--- src/rtl/flash_cmd_sequencer.sv ---
// Sequences JEDEC program/erase/reset command cycles onto the shared cartridge flash bus,
// using only m2 cycles the CPU leaves free (romsel=1), then polls DQ7/DQ5 for completion.
module flash_cmd_sequencer #(
    parameter int unsigned          ADDR_W        = 27,
    parameter logic [11:0]          UNLOCK_A      = 12'hAAA,
    parameter logic [11:0]          UNLOCK_B      = 12'h555,
    parameter int unsigned          TIMEOUT_W     = 25,
    parameter logic [TIMEOUT_W-1:0] PROG_TIMEOUT  = TIMEOUT_W'(1024),
    parameter logic [TIMEOUT_W-1:0] ERASE_TIMEOUT = TIMEOUT_W'(18000000)
) (
    input  logic              m2,
    input  logic              reset_n,
    input  logic              romsel,
    input  logic              cmd_start,
    input  logic [1:0]        cmd_op,
    input  logic [ADDR_W-1:0] cmd_addr,
    input  logic [7:0]        cmd_data,
    input  logic [7:0]        flash_dq,
    output logic              busy,
    output logic              done,
    output logic              error,
    output logic              seq_active,
    output logic [ADDR_W-1:0] seq_addr,
    output logic [7:0]        seq_data,
    output logic              seq_we_n,
    output logic              seq_oe_n
);

    typedef enum logic [2:0] {S_IDLE, S_CMD, S_POLL, S_RECOVER, S_LAST, S_DONE} state_t;
    typedef enum logic [1:0] {OP_PROG, OP_SECT, OP_CHIP, OP_RST} op_t;

    localparam logic [ADDR_W-1:0] ADDR_A = {{(ADDR_W-12){1'b0}}, UNLOCK_A};
    localparam logic [ADDR_W-1:0] ADDR_B = {{(ADDR_W-12){1'b0}}, UNLOCK_B};

    state_t               state, state_nx;
    op_t                  op_q, op_nx;
    logic [ADDR_W-1:0]    addr_q, addr_nx;
    logic [7:0]           data_q, data_nx;
    logic [2:0]           step, step_nx;
    logic [TIMEOUT_W-1:0] tmo_cnt, tmo_nx;
    logic                 retry, retry_nx;
    logic                 error_q, error_nx;
    logic                 active_q, active_nx;
    logic                 wr_q, wr_nx;
    logic [ADDR_W-1:0]    saddr_q, saddr_nx;
    logic [7:0]           sdata_q, sdata_nx;

    logic [ADDR_W-1:0]    step_addr;
    logic [7:0]           step_data;
    logic                 step_last;
    logic [ADDR_W-1:0]    poll_addr;
    logic                 exp_dq7;
    logic                 dq_match;
    logic                 read_done;
    logic [TIMEOUT_W-1:0] tmo_limit;
    logic                 unused_dq;

    assign poll_addr = (op_q == OP_CHIP) ? '0 : addr_q;
    assign exp_dq7   = (op_q == OP_PROG) ? data_q[7] : 1'b1;
    assign dq_match  = (flash_dq[7] == exp_dq7);
    assign tmo_limit = (op_q == OP_PROG) ? PROG_TIMEOUT : ERASE_TIMEOUT;
    assign read_done = active_q & ~wr_q;
    assign unused_dq = ^{flash_dq[6], flash_dq[4:0]};

    // Unlock prefix is shared by all erase/program ops; the final step is op-specific.
    always_comb begin
        step_addr = ADDR_A;
        step_data = 8'hAA;
        step_last = 1'b0;
        case (step)
            3'd0, 3'd3: ;
            3'd1, 3'd4: begin
                step_addr = ADDR_B;
                step_data = 8'h55;
            end
            3'd2: step_data = (op_q == OP_PROG) ? 8'hA0 : 8'h80;
            default: begin
                step_data = (op_q == OP_CHIP) ? 8'h10 : 8'h30;
                if (op_q != OP_CHIP)
                    step_addr = addr_q;
                step_last = 1'b1;
            end
        endcase
        if (op_q == OP_PROG && step == 3'd3) begin
            step_addr = addr_q;
            step_data = data_q;
            step_last = 1'b1;
        end
        if (op_q == OP_RST) begin
            step_addr = addr_q;
            step_data = 8'hF0;
            step_last = 1'b1;
        end
    end

    always_comb begin
        state_nx  = state;
        op_nx     = op_q;
        addr_nx   = addr_q;
        data_nx   = data_q;
        step_nx   = step;
        tmo_nx    = tmo_cnt;
        retry_nx  = retry;
        error_nx  = error_q;
        active_nx = 1'b0;
        wr_nx     = wr_q;
        saddr_nx  = saddr_q;
        sdata_nx  = sdata_q;
        case (state)
            S_IDLE, S_DONE: begin
                state_nx = S_IDLE;
                if (cmd_start) begin
                    op_nx    = op_t'(cmd_op);
                    addr_nx  = cmd_addr;
                    data_nx  = cmd_data;
                    step_nx  = '0;
                    tmo_nx   = '0;
                    retry_nx = 1'b0;
                    error_nx = 1'b0;
                    state_nx = S_CMD;
                end
            end
            S_CMD: begin
                if (romsel) begin
                    active_nx = 1'b1;
                    wr_nx     = 1'b1;
                    saddr_nx  = step_addr;
                    sdata_nx  = step_data;
                    step_nx   = step + 3'd1;
                    if (step_last)
                        state_nx = (op_q == OP_RST) ? S_LAST : S_POLL;
                end
            end
            S_POLL: begin
                // A read slot that just ended is judged regardless of this edge's romsel.
                if (read_done && dq_match) begin
                    error_nx = 1'b0;
                    state_nx = S_DONE;
                end else if (read_done && (retry || tmo_cnt >= tmo_limit)) begin
                    error_nx = 1'b1;
                    state_nx = S_RECOVER;
                end else begin
                    if (read_done && flash_dq[5])
                        retry_nx = 1'b1;
                    if (romsel) begin
                        active_nx = 1'b1;
                        wr_nx     = 1'b0;
                        saddr_nx  = poll_addr;
                        sdata_nx  = '0;
                        if (tmo_cnt != '1)
                            tmo_nx = tmo_cnt + 1'b1;
                    end
                end
            end
            S_RECOVER: begin
                if (romsel) begin
                    active_nx = 1'b1;
                    wr_nx     = 1'b1;
                    saddr_nx  = addr_q;
                    sdata_nx  = 8'hF0;
                    state_nx  = S_LAST;
                end
            end
            S_LAST:  state_nx = S_DONE;
            default: state_nx = S_IDLE;
        endcase
    end

    always_ff @(posedge m2 or negedge reset_n) begin
        if (!reset_n) begin
            state    <= S_IDLE;
            op_q     <= OP_PROG;
            addr_q   <= '0;
            data_q   <= '0;
            step     <= '0;
            tmo_cnt  <= '0;
            retry    <= 1'b0;
            error_q  <= 1'b0;
            active_q <= 1'b0;
            wr_q     <= 1'b0;
            saddr_q  <= '0;
            sdata_q  <= '0;
        end else begin
            state    <= state_nx;
            op_q     <= op_nx;
            addr_q   <= addr_nx;
            data_q   <= data_nx;
            step     <= step_nx;
            tmo_cnt  <= tmo_nx;
            retry    <= retry_nx;
            error_q  <= error_nx;
            active_q <= active_nx;
            wr_q     <= wr_nx;
            saddr_q  <= saddr_nx;
            sdata_q  <= sdata_nx;
        end
    end

    assign busy       = (state == S_CMD) || (state == S_POLL) || (state == S_RECOVER) || (state == S_LAST);
    assign done       = (state == S_DONE);
    assign error      = error_q;
    assign seq_active = active_q;
    assign seq_addr   = saddr_q;
    assign seq_data   = sdata_q;
    assign seq_we_n   = ~(active_q & wr_q & m2);
    assign seq_oe_n   = ~(active_q & ~wr_q & m2);

endmodule

--- config.mk ---
export PLATFORM = sky130hd
export DESIGN_NAME = flash_cmd_sequencer
export DESIGN_NICKNAME = d
export VERILOG_FILES = /design/src/rtl/flash_cmd_sequencer.sv
export SDC_FILE = /design/constraint.sdc
export NUM_CORES = 1
export LEC_CHECK = 0
export CAP_MARGIN = 20
export CORE_ASPECT_RATIO = 0.6
export CORE_UTILIZATION = 30
export CTS_CLUSTER_SIZE = 24
export DETAILED_ROUTE_END_ITERATION = 7
export HOLD_SLACK_MARGIN = 0.1
export PLACE_DENSITY = 0.58
export RECOVER_POWER = 100
export SLEW_MARGIN = 20
export SYNTH_ARGS = -nofsm -noshare
export SYNTH_HDL_FRONTEND = slang
export SYNTH_SLANG_ARGS = --single-unit
--- constraint.sdc ---
create_clock -name m2 -period 7.3 [get_ports m2]
set_input_delay 0.73 -clock m2 [delete_from_list [all_inputs] [get_ports m2]]
set_output_delay 0.73 -clock m2 [all_outputs]
set_load 0.02 [all_outputs]
==> flow_metrics.py <==
metrics = {
    "setup_path": {
        "cp_max_fo": 34,
        "crit_path_end_kind": "flip-flop",
        "crit_required_ps": 7580,
        "worstSetupStartpointType": "input pin",
        "critPathKind": "in2reg",
        "cp_data_arrival_time_ps": 5860,
    },
    "yosys": {
        "yosysWarnings": 0,
        "synth_nets": 619,
        "synth_cell_type_count": 59,
        "yosys-top-cells-area": "dfrtp_1 (46%), mux2_2 (7.6%), mux2i_1 (5.7%)",
        "ys_ff_latch": 107,
        "yosysSeqAreaShare_pct": 46.5,
        "synth_edf_count": 0,
        "ys.flop_type": "dfrtp_1",
        "syn_avg_cell_area_um2": 10.4,
        "netlist_area_um2": 5760,
        "yosysTopAreaCell": "dfrtp_1",
        "synthArstFlopShare_pct": 100,
        "synth.top_cell.area_share_pct": 46.5,
        "syn_inst": 555,
    },
    "finish": {
        "fillers": 1800,
        "drive_gt1_share_pct": 11.5,
        "area_delta_synth_final_pct": 22.9,
        "diodes": 0,
        "fin_nets": 696,
        "design_area_um2": 7080,
    },
    "timing": {
        "rsz0062_at_grt": "no",
        "final_hold_viol_count": 0,
        "tns_ps": 0,
        "period_share_pct": 76.5,
        "skew_ps": 13.7,
        "slew_headroom_pct": -107,
        "final-max-slew-violation-count": 225,
        "worst_pin_slew_ps": 3100,
        "finalHoldWorstSlack_ps": 502,
        "setup_ws_ps": 1720,
        "setup_violations": 0,
        "period_needed_ps": 5580,
        "fmax_ghz": 0.179,
    },
    "placement": {
        "post-place-ws_ps": 2280,
        "hpwl_mm": 10.3,
        "dpl-instance-area_um2": 6820,
        "place_congestion": 0.821,
        "portBuffers": 83,
    },
    "global_routing": {
        "grtUsageMet2_pct": 23.8,
        "grtUsageMet1_pct": 22.7,
        "grtUsageTotal_pct": 15.8,
        "grt_pass1_vias": 4684,
        "overflow": 0,
        "antenna_found_initial": 0,
        "grt_pass1_wl_mm": 24.6,
        "met3_usage_pct": 3.01,
        "busiest_layer": "met2",
        "grt_max_degree": 56,
    },
    "status": {
        "failed_checks": "max-capacitance violations, max-slew violations",
        "status": "complete, but fails checks",
    },
    "clock_tree": {
        "clk_latency_ps": 460,
        "clk_pin_slew_worst_paths_ps": 70,
        "cts_tree": "done",
        "cts_setup_buffers": 0,
        "cts_hold_buf": 0,
        "cts-resized-gates": 0,
    },
    "floorplan": {
        "dieWidth_um": 181,
        "io_pins": 90,
        "rows": 38,
        "initial_core_util_pct": 31.2,
        "core_area_um2": 18400,
        "die_h_um": 109,
        "dieArea_um2": 19800,
    },
    "routing": {
        "wirelength_mm": 14.8,
        "ant_nets": 0,
        "drc": 0,
        "drt_iter0_markers": 303,
        "post_drt_via_cell_ratio": 5.14,
        "wire_per_inst_um": 16.8,
        "drt_pass1_iterations": 5,
        "vias": 4512,
    },
    "power_and_ir_drop": {
        "pwr-share-seq_pct": 34.1,
        "p_switching_uw": 1120,
        "clkPwrFrac_pct": 21.2,
        "p_per_area_nw_per_um2": 400,
        "irDropWorstVdd_mv": 0.177,
        "swShare_pct": 39.4,
        "power_frac_comb_pct": 44.8,
        "p_int_uw": 1710,
        "leakage_uw": 0.00308,
    },
    "run": {
        "max-cap-violations": 6,
    },
    "hold_path": {
        "min_path_type": "reg2reg",
    },
}
power groups by stage:
| stage | logic, µW | registers, µW | clock network, µW |
|---|---|---|---|
| CTS | 1320 | 971 | 621 |
| finish | 1270 | 964 | 599 |
| global route | 1400 | 1000 | 642 |
| detailed placement | 1310 | 981 | 12.4 |
| global placement | 1280 | 968 | 12.4 |
| floorplan | 808 | 1020 | 6.27 |
layout by cell type, fill, tap and decap left out, drive strengths merged, types with 9 or more instances in the layout:
master	count
dlygate4sd3	42
o221ai	22
clkbuf	21
inv	72
nor2b	9
mux2	39
a21oi	23
dfrtp	107
clkdlybuf4s50	40
nor2	26
o21ai	16
mux2i	33
nand2	42
nand4	31
nand3	12
ha	15
synthesized netlist by cell type, types with 6 or more instances:
master      n
o221ai_2   17
dfrtp_1   107
or3_1       8
clkbuf_1   14
nand2_1    42
nor3_1      8
nand3_1    11
inv_1      69
nor2_1     26
buf_2       7
o21a_1      6
nor2b_1     9
mux2i_1    33
nand4_1    30
mux2_2     39
ha_1       15
a31oi_1     6
a21oi_1    23
o21ai_0    16
cells by family after synthesis:
family | after synthesis | share of synthesized area, %
AO/OA/AOI/OAI | 103 | 14.9
XOR/XNOR | 2 | 0.304
AND/OR/NAND/NOR | 159 | 14.7
buffers and inverters | 97 | 7.06
adder cells (fa/ha/maj) | 15 | 3.26
flip-flops | 107 | 46.5
multiplexers | 72 | 13.4
routing by layer:
layer | vias up | wire length, µm
met5 | - | 0
met4 | 0 | 225
met3 | 19 | 602
met2 | 135 | 6320
met1 | 2215 | 7610
li1 | 2143 | -
worst paths after layout:
path / end / start / slack, ps / depth (start not counted)
worst max-delay path: tmo_cnt[11] / cmd_start / 1720 / 6
worst min-delay path: seq_data[5] / seq_data[5] / 500 / 1
worst max register to register: tmo_cnt[11] / state[0] / 1730 / 5
worst min register to register: seq_data[5] / seq_data[5] / 500 / 1
max in group asynchronous: seq_addr[5] / reset_n / 2200 / 2
min in group asynchronous: tmo_cnt[15] / reset_n / 1290 / 1
sequential cells by signal, indices dropped and copies added (netlist names):
signal      flops
addr_q         27
seq_addr       27
tmo_cnt        25
data_q          8
seq_data        8
state           3
step            3
op_q            2
error           1
retry           1
seq_active      1
wr_q            1
metrics by stage:
step / total power [µW] / cells / utilization [%]
floorplan: 1840 / 555 / -
global placement: 2260 / 856 / 37.0
detailed placement: 2310 / 856 / 37.0
CTS: 2910 / 876 / 39.1
global route: 3040 / 877 / 38.4
finish: 2830 / 877 / 38.4
critical path, stage by stage:
cell and delay (ps):
clkdlybuf4s50_1 460, inv_1 60, nor4_1 1610, clkbuf_1 1610, o22a_1 1130, o221ai_1 240
cell type report:
type | instances | area, µm² | share of cell area (%)
clock inverter | 5 | 45.0 | 0.636
sequential | 107 | 2680 | 37.8
inverter | 69 | 259 | 3.66
timing repair buffer | 88 | 842 | 11.9
clock buffer | 17 | 363 | 5.12
tap | 240 | 300 | 4.24
multi-input combinational | 351 | 2600 | 36.7
Note: power is estimated with default switching activity, not from simulation.
